--- src/rtl/out_port_arbiter.sv ---
// Wormhole output-port arbiter: locks one switch output to a single input from head to tail,
// with round-robin packet fairness, an idle-owner watchdog and a one-flit output register.
module out_port_arbiter #(
  parameter int unsigned DATA_SIZE = 32,
  parameter int unsigned ADDR_SIZE = 4,
  parameter int unsigned IN_NUM    = 5,
  parameter int unsigned TIMEOUT   = 64
) (
  input  logic                                        clk,
  input  logic                                        a_rst,
  input  logic [IN_NUM*(DATA_SIZE+ADDR_SIZE+1)-1:0]   data_i,
  input  logic [IN_NUM-1:0]                           wr_ready_in,
  output logic [IN_NUM-1:0]                           r_ready_out,
  output logic [DATA_SIZE+ADDR_SIZE:0]                data_o,
  output logic                                        wr_ready_out,
  input  logic                                        r_ready_in,
  output logic [IN_NUM-1:0]                           grant_o,
  output logic [31:0]                                 sent_packs,
  output logic                                        err_timeout
);

  localparam int unsigned FLIT = DATA_SIZE + ADDR_SIZE + 1;
  localparam int unsigned IW   = (IN_NUM > 1) ? $clog2(IN_NUM) : 1;
  localparam int unsigned IW1  = IW + 1;
  localparam int unsigned WDW  = 16;
  localparam logic            WD_EN   = (TIMEOUT != 0);
  localparam logic [WDW-1:0]  WD_LAST = (TIMEOUT == 0) ? WDW'(0) : WDW'(TIMEOUT - 1);

  typedef enum logic {ST_IDLE, ST_LOCKED} state_t;

  state_t             r_state;
  logic [IW-1:0]      r_owner;
  logic [IW-1:0]      r_rr_ptr;
  logic [WDW-1:0]     r_wd_cnt;
  logic [FLIT-1:0]    r_data;
  logic               r_valid;
  logic [IN_NUM-1:0]  r_grant;
  logic [31:0]        r_sent_packs;
  logic               r_err;

  logic [IW-1:0]      w_sel;
  logic               w_found;
  logic [IW1-1:0]     w_idx;
  logic [FLIT-1:0]    w_flit;
  logic               w_req_own;
  logic               w_pop;
  logic               w_wd_fire;
  logic [IW-1:0]      w_next_own;
  logic [IN_NUM-1:0]  w_sel_oh;
  logic [IN_NUM-1:0]  w_own_oh;

  // Round-robin pick: first requester at or after rr_ptr, wrapping modulo IN_NUM.
  always_comb begin
    w_found = 1'b0;
    w_sel   = '0;
    w_idx   = '0;
    for (int k = 0; k < IN_NUM; k++) begin
      w_idx = {1'b0, r_rr_ptr} + IW1'(k);
      if (w_idx >= IW1'(IN_NUM)) w_idx = w_idx - IW1'(IN_NUM);
      if (!w_found && wr_ready_in[w_idx[IW-1:0]]) begin
        w_found = 1'b1;
        w_sel   = w_idx[IW-1:0];
      end
    end
  end

  // Owner-side mux of flit and request.
  always_comb begin
    w_flit    = '0;
    w_req_own = 1'b0;
    for (int k = 0; k < IN_NUM; k++) begin
      if (r_owner == IW'(k)) begin
        w_flit    = data_i[k*FLIT +: FLIT];
        w_req_own = wr_ready_in[k];
      end
    end
  end

  assign w_sel_oh   = IN_NUM'(1) << w_sel;
  assign w_own_oh   = IN_NUM'(1) << r_owner;
  assign w_next_own = (r_owner == IW'(IN_NUM - 1)) ? '0 : r_owner + IW'(1);
  assign w_pop      = (r_state == ST_LOCKED) && w_req_own && (!r_valid || r_ready_in);
  assign w_wd_fire  = WD_EN && (r_state == ST_LOCKED) && !w_req_own && (r_wd_cnt == WD_LAST);

  assign r_ready_out  = w_pop ? w_own_oh : '0;
  assign data_o       = r_data;
  assign wr_ready_out = r_valid;
  assign grant_o      = r_grant;
  assign sent_packs   = r_sent_packs;
  assign err_timeout  = r_err;

  always_ff @(posedge clk or negedge a_rst) begin
    if (!a_rst) begin
      r_state      <= ST_IDLE;
      r_owner      <= '0;
      r_rr_ptr     <= '0;
      r_wd_cnt     <= '0;
      r_data       <= '0;
      r_valid      <= 1'b0;
      r_grant      <= '0;
      r_sent_packs <= '0;
      r_err        <= 1'b0;
    end else begin
      // A pop in the same cycle as a drain simply replaces the held flit.
      if (w_pop) begin
        r_data  <= w_flit;
        r_valid <= 1'b1;
      end else if (r_valid && r_ready_in) begin
        r_valid <= 1'b0;
      end

      case (r_state)
        ST_IDLE: begin
          r_wd_cnt <= '0;
          if (w_found) begin
            r_owner <= w_sel;
            r_grant <= w_sel_oh;
            r_state <= ST_LOCKED;
          end
        end
        ST_LOCKED: begin
          if (w_pop) begin
            r_wd_cnt <= '0;
            if (w_flit[FLIT-1]) begin
              r_state      <= ST_IDLE;
              r_grant      <= '0;
              r_rr_ptr     <= w_next_own;
              r_sent_packs <= r_sent_packs + 32'd1;
            end
          end else if (w_wd_fire) begin
            r_state  <= ST_IDLE;
            r_grant  <= '0;
            r_rr_ptr <= w_next_own;
            r_wd_cnt <= '0;
            r_err    <= 1'b1;
          end else if (!w_req_own) begin
            // Backpressure with data waiting does not count as an idle owner.
            r_wd_cnt <= r_wd_cnt + WDW'(1);
          end
        end
        default: r_state <= ST_IDLE;
      endcase
    end
  end

endmodule

--- config.mk ---
export PLATFORM = sky130hd
export DESIGN_NAME = out_port_arbiter
export DESIGN_NICKNAME = d
export VERILOG_FILES = /design/src/rtl/out_port_arbiter.sv
export SDC_FILE = /design/constraint.sdc
export NUM_CORES = 1
export LEC_CHECK = 0
export CAP_MARGIN = 20
export CORE_UTILIZATION = 48
export DETAILED_ROUTE_END_ITERATION = 8
export HOLD_SLACK_MARGIN = 0.05
export PLACE_DENSITY = 0.88
export SLEW_MARGIN = 5
export SYNTH_ARGS = -nofsm -noshare
export SYNTH_HDL_FRONTEND = slang
export SYNTH_SLANG_ARGS = --single-unit
--- constraint.sdc ---
create_clock -name clk -period 10.3 [get_ports clk]
set_input_delay 2.06 -clock clk [delete_from_list [all_inputs] [get_ports clk]]
set_output_delay 2.06 -clock clk [all_outputs]
set_load 0.02 [all_outputs]
==> flow_summary.yaml, run 1 <==
yosys:
  synth_warnings: 0
  synth_seq_cells: 99
  synth_fp_nets: 1000
  synth_area_um2: 6710
  syn_avg_cell_area_um2: 8.48
  synth-edff-count: 0
  netlist_instances: 791
  ys_types: 70
  synthFlopType: "dfrtp_1"
  ys_seq_area_share_pct: 36.9
  synth-async-reset-ratio_pct: 100
hold_path:
  hp-class: "flip-flop to flip-flop"
critical_path:
  path_class: "input pin to primary output"
  crit_chain: "clkdlybuf4s50_1 > and2_1 > o311a_2 > o211ai_4 > buf_4 > nor2b_1 > clkdlybuf4s50_1"
  crit_fanout: 56
  worstPathArrival_ps: 5060
  critical-path-max-stage-delay_ps: 590
  cp_top_family: "buffers and inverters"
  cp_slowest_cell: "clkdlybuf4s50_1"
  r2r_setup_slack_ps: 6220
  cp_num_buf_inv: 3
  start_kind: "input pin"
  end_kind: "primary output"
  cp.required_ps: 8240
  cpMostUsedCell: "clkdlybuf4s50_1"
sta:
  skew_ps: 12.6
  setup_ws_ps: 3180
  maxSlewViolCount: 0
  min_period_ps: 7120
  fmax_mhz: 140
  fin_tns_setup_ps: 0
  slew_headroom_pct: 49.9
  setup_violations: 0
  final.period_utilization_pct: 69.2
  timing_hold_violations_final: 0
  worstMarginPinSlew_ps: 746
  rsz0062_at_grt: "no"
clock_network:
  cts_tree: "done"
  clockBufferDepth: 2
  cts_setup_buffers: 0
  numCtsBuffers: 9
  clock_latency_ps: 350
  clkSinkCount: 99
  cts_hold_buf: 0
  cts-htree-levels: 3
  root_buffer: "clkbuf_16"
  clk_pin_slew_ps: 80
  cts_resized: 0
floorplan:
  io_pins: 274
  die_h_um: 120
  die_w_um: 120
  rows: 42
  die_area_um2: 14500
  start_util_pct: 49.9
  core_um2: 13500
place:
  pre_cts_ws_ps: 3170
  routabilityCongestion: 0.973
  dp_hpwl_um: 17800
  placed_area_um2: 9510
  port-buffer-count: 273
status:
  status: "finished, final reports clean"
global_routing:
  grt_max_degree: 76
  antenna_found_initial: 1
  overflow: 0
  first_global_vias: 6674
  grt_pass1_wl_um: 36000
  grt.total_usage_pct: 32.2
route:
  viasPerCell: 5.93
  drtIter0Drc: 835
  vias: 7198
  drc: 0
  antenna_left: 0
  firstDrtPassIters: 5
  wl_per_cell_um: 19.3
  wl_um: 23400
power_and_ir_drop:
  report.power.total_w: 0.00290
  p_per_area_nw_per_um2: 296
  ir_drop_v: 0.000169
  p_leak_nw: 3.99
flow_run:
  drv_cap: 0
cells_and_area:
  mostFrequentLayoutCells: "clkdlybuf4s50_1, nand2_1, dfrtp_1, o21ai_0, nor2_1"
  fin_util_pct: 72.9
  mostFrequentLayoutCell: "clkdlybuf4s50_1"
  fin_nets: 1239
  synthToLayoutAreaGrowth_pct: 46.3
  fin_area_um2: 9810
  layout-drive-gt1-share_pct: 5.80
-- cells by family after synthesis --
family / count (synthesis) / share of synthesized area (%)
XOR/XNOR: 48 / 6.27
adder cells (fa/ha/maj): 16 / 3.10
buffers and inverters: 72 / 4.46
multiplexers: 17 / 3.52
flip-flops: 99 / 36.9
AND/OR/NAND/NOR: 312 / 21.5
AO/OA/AOI/OAI: 227 / 24.2
-- sequential cells by signal, summed over array words and instances (netlist names) --
name          flops
r_state           1
sent_packs       32
r_wd_cnt         16
grant_o           5
r_owner           3
r_rr_ptr          3
wr_ready_out      1
err_timeout       1
data_o           37
-- Yosys cell counts, drive strengths merged (5+ instances only) --
library cell | number | area, µm²
o21ai | 89 | 449
xor2 | 21 | 184
and2 | 7 | 43.8
ha | 15 | 188
nor2 | 81 | 312
a221oi | 37 | 324
xnor2 | 27 | 236
dfrtp | 99 | 2480
inv | 18 | 67.6
nor3 | 9 | 45.0
a21oi | 12 | 60.1
nand3 | 26 | 130
buf | 13 | 76.3
mux2i | 9 | 90.1
nor2b | 11 | 68.8
nand3b | 5 | 37.5
and3 | 13 | 81.3
o311ai | 37 | 324
clkbuf | 41 | 155
nand2 | 123 | 462
mux4 | 5 | 113
o211ai | 5 | 51.3
nand2b | 11 | 68.8
-- through the flow --
step,hold WS [ps],instances
6_report,482,1213
5_1_grt,510,1212
4_1_cts,486,1211
3_5_place_dp,470,1195
3_3_place_gp,460,1195
2_1_floorplan,471,791
-- report_power, final --
| group | internal, W | switching (W) | total (W) | leakage (nW) |
|---|---|---|---|---|
| clock network | 0.000173 | 0.000167 | 0.000340 | 0.145 |
| logic | 0.000812 | 0.00116 | 0.00197 | 2.56 |
| registers | 0.000496 | 0.0000921 | 0.000588 | 1.29 |
| total | 0.00148 | 0.00142 | 0.00290 | 3.99 |
-- area by class of cell --
cell class,instances,area (µm²)
Fill cell,1036,3640
Clock buffer,9,225
Timing Repair Buffer,282,2800
Multi-Input combinational cell,620,3950
Sequential cell,99,2480
Tap cell,176,220
Inverter,18,67.6
Antenna cell,2,5.00
Clock inverter,7,75.1
-- worst reg2reg max path, cell delays in order (launching register included) --
cell and delay (ps):
dfrtp_1 360, buf_4 230, inv_1 260, ha_1 190
inv_1 50, fa_1 410, a21oi_1 590, mux2i_1 490
o22a_1 310, o21ai_0 140, a21oi_1 190, nor3_1 70
o22ai_1 460, mux2_2 270
-- worst paths after layout --
kind                                          from  depth (start not counted)                          to
setup / recovery                    wr_ready_in[1]                          7              r_ready_out[1]
hold / removal              data_o[12]$_DFFE_PN0P_                          2      data_o[12]$_DFFE_PN0P_
setup reg to reg           r_rr_ptr[0]$_DFFE_PN0P_                         13      r_owner[0]$_DFFE_PN0P_
hold reg to reg             data_o[12]$_DFFE_PN0P_                          2      data_o[12]$_DFFE_PN0P_
max in group asynchronous                    a_rst                          2      grant_o[1]$_DFFE_PN0P_
min in group asynchronous                    a_rst                          1  sent_packs[23]$_DFFE_PN0P_
-- routing by layer --
metal / vias up / track usage, % / share of wire [%]
met1: 3393 / 41.6 / 40
met2: 384 / 52.8 / 48
li1: 3370 / - / -
met4: 0 / 11.7 / 3.3
met5: - / 0 / 0
met3: 51 / 7.31 / 8.6
(Power assumes the default switching activity.)
==> run 2: changes to the inputs <==
--- a/config.mk
+++ b/config.mk
@@ -6,10 +6,10 @@
 export NUM_CORES = 1
 export LEC_CHECK = 0
 export CAP_MARGIN = 20
-export CORE_UTILIZATION = 48
+export CORE_UTILIZATION = 40
 export DETAILED_ROUTE_END_ITERATION = 8
 export HOLD_SLACK_MARGIN = 0.05
-export PLACE_DENSITY = 0.88
+export PLACE_DENSITY = 0.78
 export SLEW_MARGIN = 5
 export SYNTH_ARGS = -nofsm -noshare
 export SYNTH_HDL_FRONTEND = slang
==> constraint.sdc (replaced) <==
create_clock -name clk -period 6.1 [get_ports clk]
set_input_delay 1.22 -clock clk [delete_from_list [all_inputs] [get_ports clk]]
set_output_delay 1.22 -clock clk [all_outputs]
set_load 0.02 [all_outputs]
==> run 2 against run 1 <==
Global-route usage down 5.7 points. Clock skew down 4.3 ps. Non-clock buffer count down 1. Flip-flop and latch count unchanged. Critical path type unchanged. Highest routed layer unchanged.
==> flow_summary.yaml, run 2 (same netlist as run 1, synthesis figures left out) <==
route:
  drc: 0
  wl_um: 22700
  antenna_left: 0
  firstDrtPassIters: 5
  viasPerCell: 5.58
  drtIter0Drc: 585
  vias: 6978
  wl_per_cell_um: 18.1
sta:
  rsz0062_at_grt: "no"
  min_period_ps: 5150
  skew_ps: 8.29
  timing_hold_violations_final: 0
  worstMarginPinSlew_ps: 971
  fmax_mhz: 194
  final.period_utilization_pct: 84.5
  whs_ps: 476
  slew_headroom_pct: 35.1
  fin_tns_setup_ps: 0
  maxSlewViolCount: 0
  setup_violations: 0
place:
  placedCellCount: 1234
  placed_area_um2: 9570
  routabilityCongestion: 0.959
  port-buffer-count: 273
  dp_hpwl_um: 17300
critical_path:
  cp_slowest_cell: "clkdlybuf4s50_1"
  critical-path-max-stage-delay_ps: 580
  cpMostUsedCell: "clkdlybuf4s50_1"
  worstPathArrival_ps: 3930
  crit_chain: "clkdlybuf4s50_1 > and2_1 > o311a_2 > o211ai_4 > buf_4 > nor2_1 > clkdlybuf4s50_1"
  cp_num_buf_inv: 3
  path_class: "input pin to primary output"
  cp.required_ps: 4880
  start_kind: "input pin"
  crit_fanout: 22
  end_kind: "primary output"
  cp_top_family: "buffers and inverters"
clock_network:
  root_buffer: "clkbuf_16"
  clockBufferDepth: 2
  cts_tree: "done"
  clock_latency_ps: 350
  cts_hold_buf: 0
  clkSinkCount: 99
  numCtsBuffers: 9
  cts-htree-levels: 3
  cts_setup_buffers: 0
  clk_pin_slew_ps: 80
  cts_resized: 0
global_routing:
  grt.total_usage_pct: 26.5
  antenna_found_initial: 0
  grt_pass1_wl_um: 36200
  grt_max_degree: 76
  first_global_vias: 6662
  overflow: 0
power_and_ir_drop:
  ir_drop_v: 0.000279
  p_leak_nw: 3.99
  report.power.total_w: 0.00489
  p_per_area_nw_per_um2: 496
cells_and_area:
  multiInputGateArea_um2: 3960
  antenna_cells: 0
  fin_nets: 1238
  synthToLayoutAreaGrowth_pct: 47.0
  mostFrequentLayoutCells: "clkdlybuf4s50_1, nand2_1, dfrtp_1, o21ai_0, nor2_1"
  nFillCells: 1395
  mostFrequentLayoutCell: "clkdlybuf4s50_1"
  layout-drive-gt1-share_pct: 5.71
  seq_area_um2: 2480
  fin_area_um2: 9860
  final_cells: 1250
  largest_reg_flops: 37
floorplan:
  die_h_um: 132
  die_w_um: 132
  rows: 46
  io_pins: 274
  core_um2: 16100
  die_area_um2: 17300
  start_util_pct: 41.6
hold_path:
  hp-class: "flip-flop to flip-flop"
flow_run:
  drv_cap: 0
status:
  status: "finished, final reports clean"
## run 2: cell types whose count changed in the layout (fill, tap and decap cells not counted)
cell      delta
diode_2      -2
nor2b_2      -2
nor2b_4      +2
buf_4        -1
clkinv_2     +1
inv_6        -1
nor2_2       -1
nor2_4       +1
## run 2: final timing paths
path                                    startpoint                endpoint  slack [ps]  cells after the start
max                                 wr_ready_in[1]          r_ready_out[4]         950                      7
min                         grant_o[0]$_DFFE_PN0P_  grant_o[0]$_DFFE_PN0P_         480                      2
max reg2reg                r_rr_ptr[1]$_DFFE_PN0P_  grant_o[2]$_DFFE_PN0P_        2160                     10
min reg2reg                 grant_o[0]$_DFFE_PN0P_  grant_o[0]$_DFFE_PN0P_         480                      2
max in group asynchronous                    a_rst  data_o[23]$_DFFE_PN0P_        4110                      2
min in group asynchronous                    a_rst  grant_o[0]$_DFFE_PN0P_         840                      1
## run 2: per-stage QoR
stage	util, %	setup WS, ps
2_1_floorplan	-	2430
3_3_place_gp	59.4	931
3_5_place_dp	59.4	906
4_1_cts	61.2	907
5_1_grt	61.2	788
6_report	61.2	946
## run 2: cell type report
type	count	share of cell area [%]
clock inverter	7	0.723
multi-input combinational	620	40.2
inverter	18	0.685
clock buffer	9	2.28
tap	216	2.74
timing repair buffer	281	28.3
sequential	99	25.1
## run 2: report_power, final
part / switching [W] / internal (W) / total, W
Clock: 0.000272 / 0.000289 / 0.000561
Combinational: 0.00196 / 0.00138 / 0.00334
Sequential: 0.000151 / 0.000837 / 0.000988
Total: 0.00239 / 0.00250 / 0.00489
## run 2: worst min-delay path: cells and delay by family, from the launching register on
| family | cells | cell delay [ps] |
|---|---|---|
| DFF | 1 | 340 |
| AOI/OAI and AO/OA | 1 | 50 |
| and+or+nand+nor | 1 | 50 |
## run 2: routing by layer
metal  part of all wire, %  track usage [%]  up-vias
met3                   6.7             5.63       52
met4                   4.1             12.2        0
met1                    43             34.8     3258
li1                      -                -     3359
met2                    47             41.7      309
met5                     0                0        -
==> run 3: changes to the inputs <==
==> constraint.sdc (replaced) <==
create_clock -name clk -period 4.4 [get_ports clk]
set_input_delay 0.88 -clock clk [delete_from_list [all_inputs] [get_ports clk]]
set_output_delay 0.88 -clock clk [all_outputs]
set_load 0.02 [all_outputs]
==> run 3 against run 2 <==
Count of clock-buffer cells in the layout up 1. Flip-flop and latch count is the same. Register-to-register slack worse by 1300 ps. Highest routed layer unchanged.
==> flow_summary.yaml, run 3 (same netlist as run 1, synthesis figures left out) <==
sta:
  setup_ws_ps: 469
  skew_ps: 16.2
  min_period_ps: 3930
  setup_violations: 0
  rsz0062_at_grt: "no"
  fin_tns_setup_ps: 0
  slew_headroom_pct: 37.0
  timing_hold_violations_final: 0
  final.period_utilization_pct: 89.3
  fmax_mhz: 254
  maxSlewViolCount: 0
  worstMarginPinSlew_ps: 943
power_and_ir_drop:
  p_seq_share_pct: 19.8
  power_frac_comb_pct: 68.2
  netSwitchingPower_w: 0.00328
  intPower_w: 0.00356
  clkPwrFrac_pct: 12.0
  ir_drop_v: 0.000402
  p_per_area_nw_per_um2: 688
  p_leak_nw: 4.04
  netSwitchingFraction_pct: 47.9
  report.power.total_w: 0.00684
route:
  wl_met2_um: 10900
  vias: 7011
  top_layer: "met4"
  dr_wl_met3_um: 1320
  antenna_left: 0
  wl_per_cell_um: 18.0
  viasPerCell: 5.56
  drtIter0Drc: 481
  routedLengthMet1_um: 9550
  wl_um: 22700
  drc: 0
  firstDrtPassIters: 7
cells_and_area:
  nFillCells: 1441
  synthToLayoutAreaGrowth_pct: 48.3
  fin_nets: 1247
  final_cells: 1260
  largest_reg_flops: 37
  layout-drive-gt1-share_pct: 6.42
  fin_area_um2: 9950
  mostFrequentLayoutCells: "clkdlybuf4s50_1, nand2_1, dfrtp_1, o21ai_0, nor2_1"
  mostFrequentLayoutCell: "clkdlybuf4s50_1"
place:
  port-buffer-count: 273
  routabilityCongestion: 0.950
  pre_cts_ws_ps: 442
  placed_area_um2: 9630
  dp_hpwl_um: 17600
  placedCellCount: 1243
clock_network:
  cts_hold_buf: 0
  clock_latency_ps: 350
  cts_resized: 0
  clockBufferDepth: 2
  clkSinkCount: 99
  cts_setup_buffers: 0
  cts_tree: "done"
  cts-htree-levels: 3
  root_buffer: "clkbuf_16"
  numCtsBuffers: 9
  clk_pin_slew_ps: 60
floorplan:
  die_area_um2: 17300
  io_pins: 274
  die_w_um: 132
  core_um2: 16100
  die_h_um: 132
  start_util_pct: 41.6
  rows: 46
critical_path:
  start_kind: "input pin"
  cp.required_ps: 3520
  cp_slowest_cell: "clkdlybuf4s50_1"
  crit-reg2reg-launch: "r_rr_ptr[2]$_DFFE_PN0P_"
  critical-path-max-stage-delay_ps: 530
  cpMostUsedCell: "clkdlybuf4s50_1"
  crit_chain: "clkdlybuf4s50_1 > and2_1 > o311a_2 > o211ai_4 > buf_4 > nor2_1 > clkdlybuf4s50_1"
  cp-startpoint: "wr_ready_in[1]"
  end_kind: "primary output"
  worstPathArrival_ps: 3050
  path_class: "input pin to primary output"
  crit_fanout: 17
global_routing:
  grt_pass1_wl_um: 36500
  overflow: 0
  grt.total_usage_pct: 26.8
  grt_max_degree: 75
  antenna_found_initial: 1
  first_global_vias: 6827
status:
  status: "finished, final reports clean"
flow_run:
  drv_cap: 0
hold_path:
  hp-class: "flip-flop to flip-flop"
  holdCritStartpoint: "grant_o[2]$_DFFE_PN0P_"
==> run 3: cell types whose count changed in the layout (fill, tap and decap cells not counted) <==
cell	before	now
buf_4	9	18
bufinv_16	0	1
clkbuf_1	0	1
clkinv_2	1	0
clkinv_4	1	0
diode_2	0	1
inv_6	0	2
inv_8	3	1
==> run 3: power by group through the flow <==
stage               Sequential (W)  Combinational (W)  Clock (W)
floorplan                  0.00155            0.00292          0
global placement           0.00136            0.00457          0
detailed placement         0.00137            0.00462          0
CTS                        0.00136            0.00464   0.000852
global route               0.00139            0.00515   0.000884
finish                     0.00135            0.00466   0.000823
==> run 3: area by class of cell <==
| cell class | count | area, µm² | share of cell area (%) |
|---|---|---|---|
| multi-input cells | 620 | 3960 | 39.8 |
| well taps | 216 | 270 | 2.72 |
| diodes | 1 | 2.50 | 0.0252 |
| inverters | 18 | 67.6 | 0.679 |
| clock buffers | 10 | 229 | 2.30 |
| flip-flops and latches | 99 | 2480 | 24.9 |
| repair buffers | 290 | 2860 | 28.7 |
| clock inverters | 6 | 82.6 | 0.830 |
==> run 3: path summary, 6_finish.rpt <==
| kind | to | slack [ps] | cells past startpoint |
|---|---|---|---|
| min | grant_o[2]$_DFFE_PN0P_ | 470 | 2 |
| max in group asynchronous | data_o[0]$_DFFE_PN0P_ | 2810 | 2 |
| max reg2reg | r_owner[2]$_DFFE_PN0P_ | 860 | 10 |
| max | r_ready_out[4] | 470 | 7 |
| min in group asynchronous | grant_o[0]$_DFFE_PN0P_ | 640 | 1 |
| min reg2reg | grant_o[2]$_DFFE_PN0P_ | 470 | 2 |
==> run 3: worst max-delay path: cells and delay by family <==
kind	cells	cell delay [ps]
AO/OA/AOI/OAI	2	750
buffers and inverters	3	1210
AND/OR/NAND/NOR	2	200
==> run 3: metal layers <==
metal	global-route usage (%)	vias to the layer above
met1	34.3	3291
met2	44.2	283
li1	-	3382
met5	0	-
met4	12.2	0
met3	4.21	55
==> run 3: metrics by stage <==
step                util [%]  hold slack (ps)
CTS                     61.7              480
global placement        59.8              461
finish                  61.7              472
floorplan                  -              471
global route            61.7              496
detailed placement      59.8              461
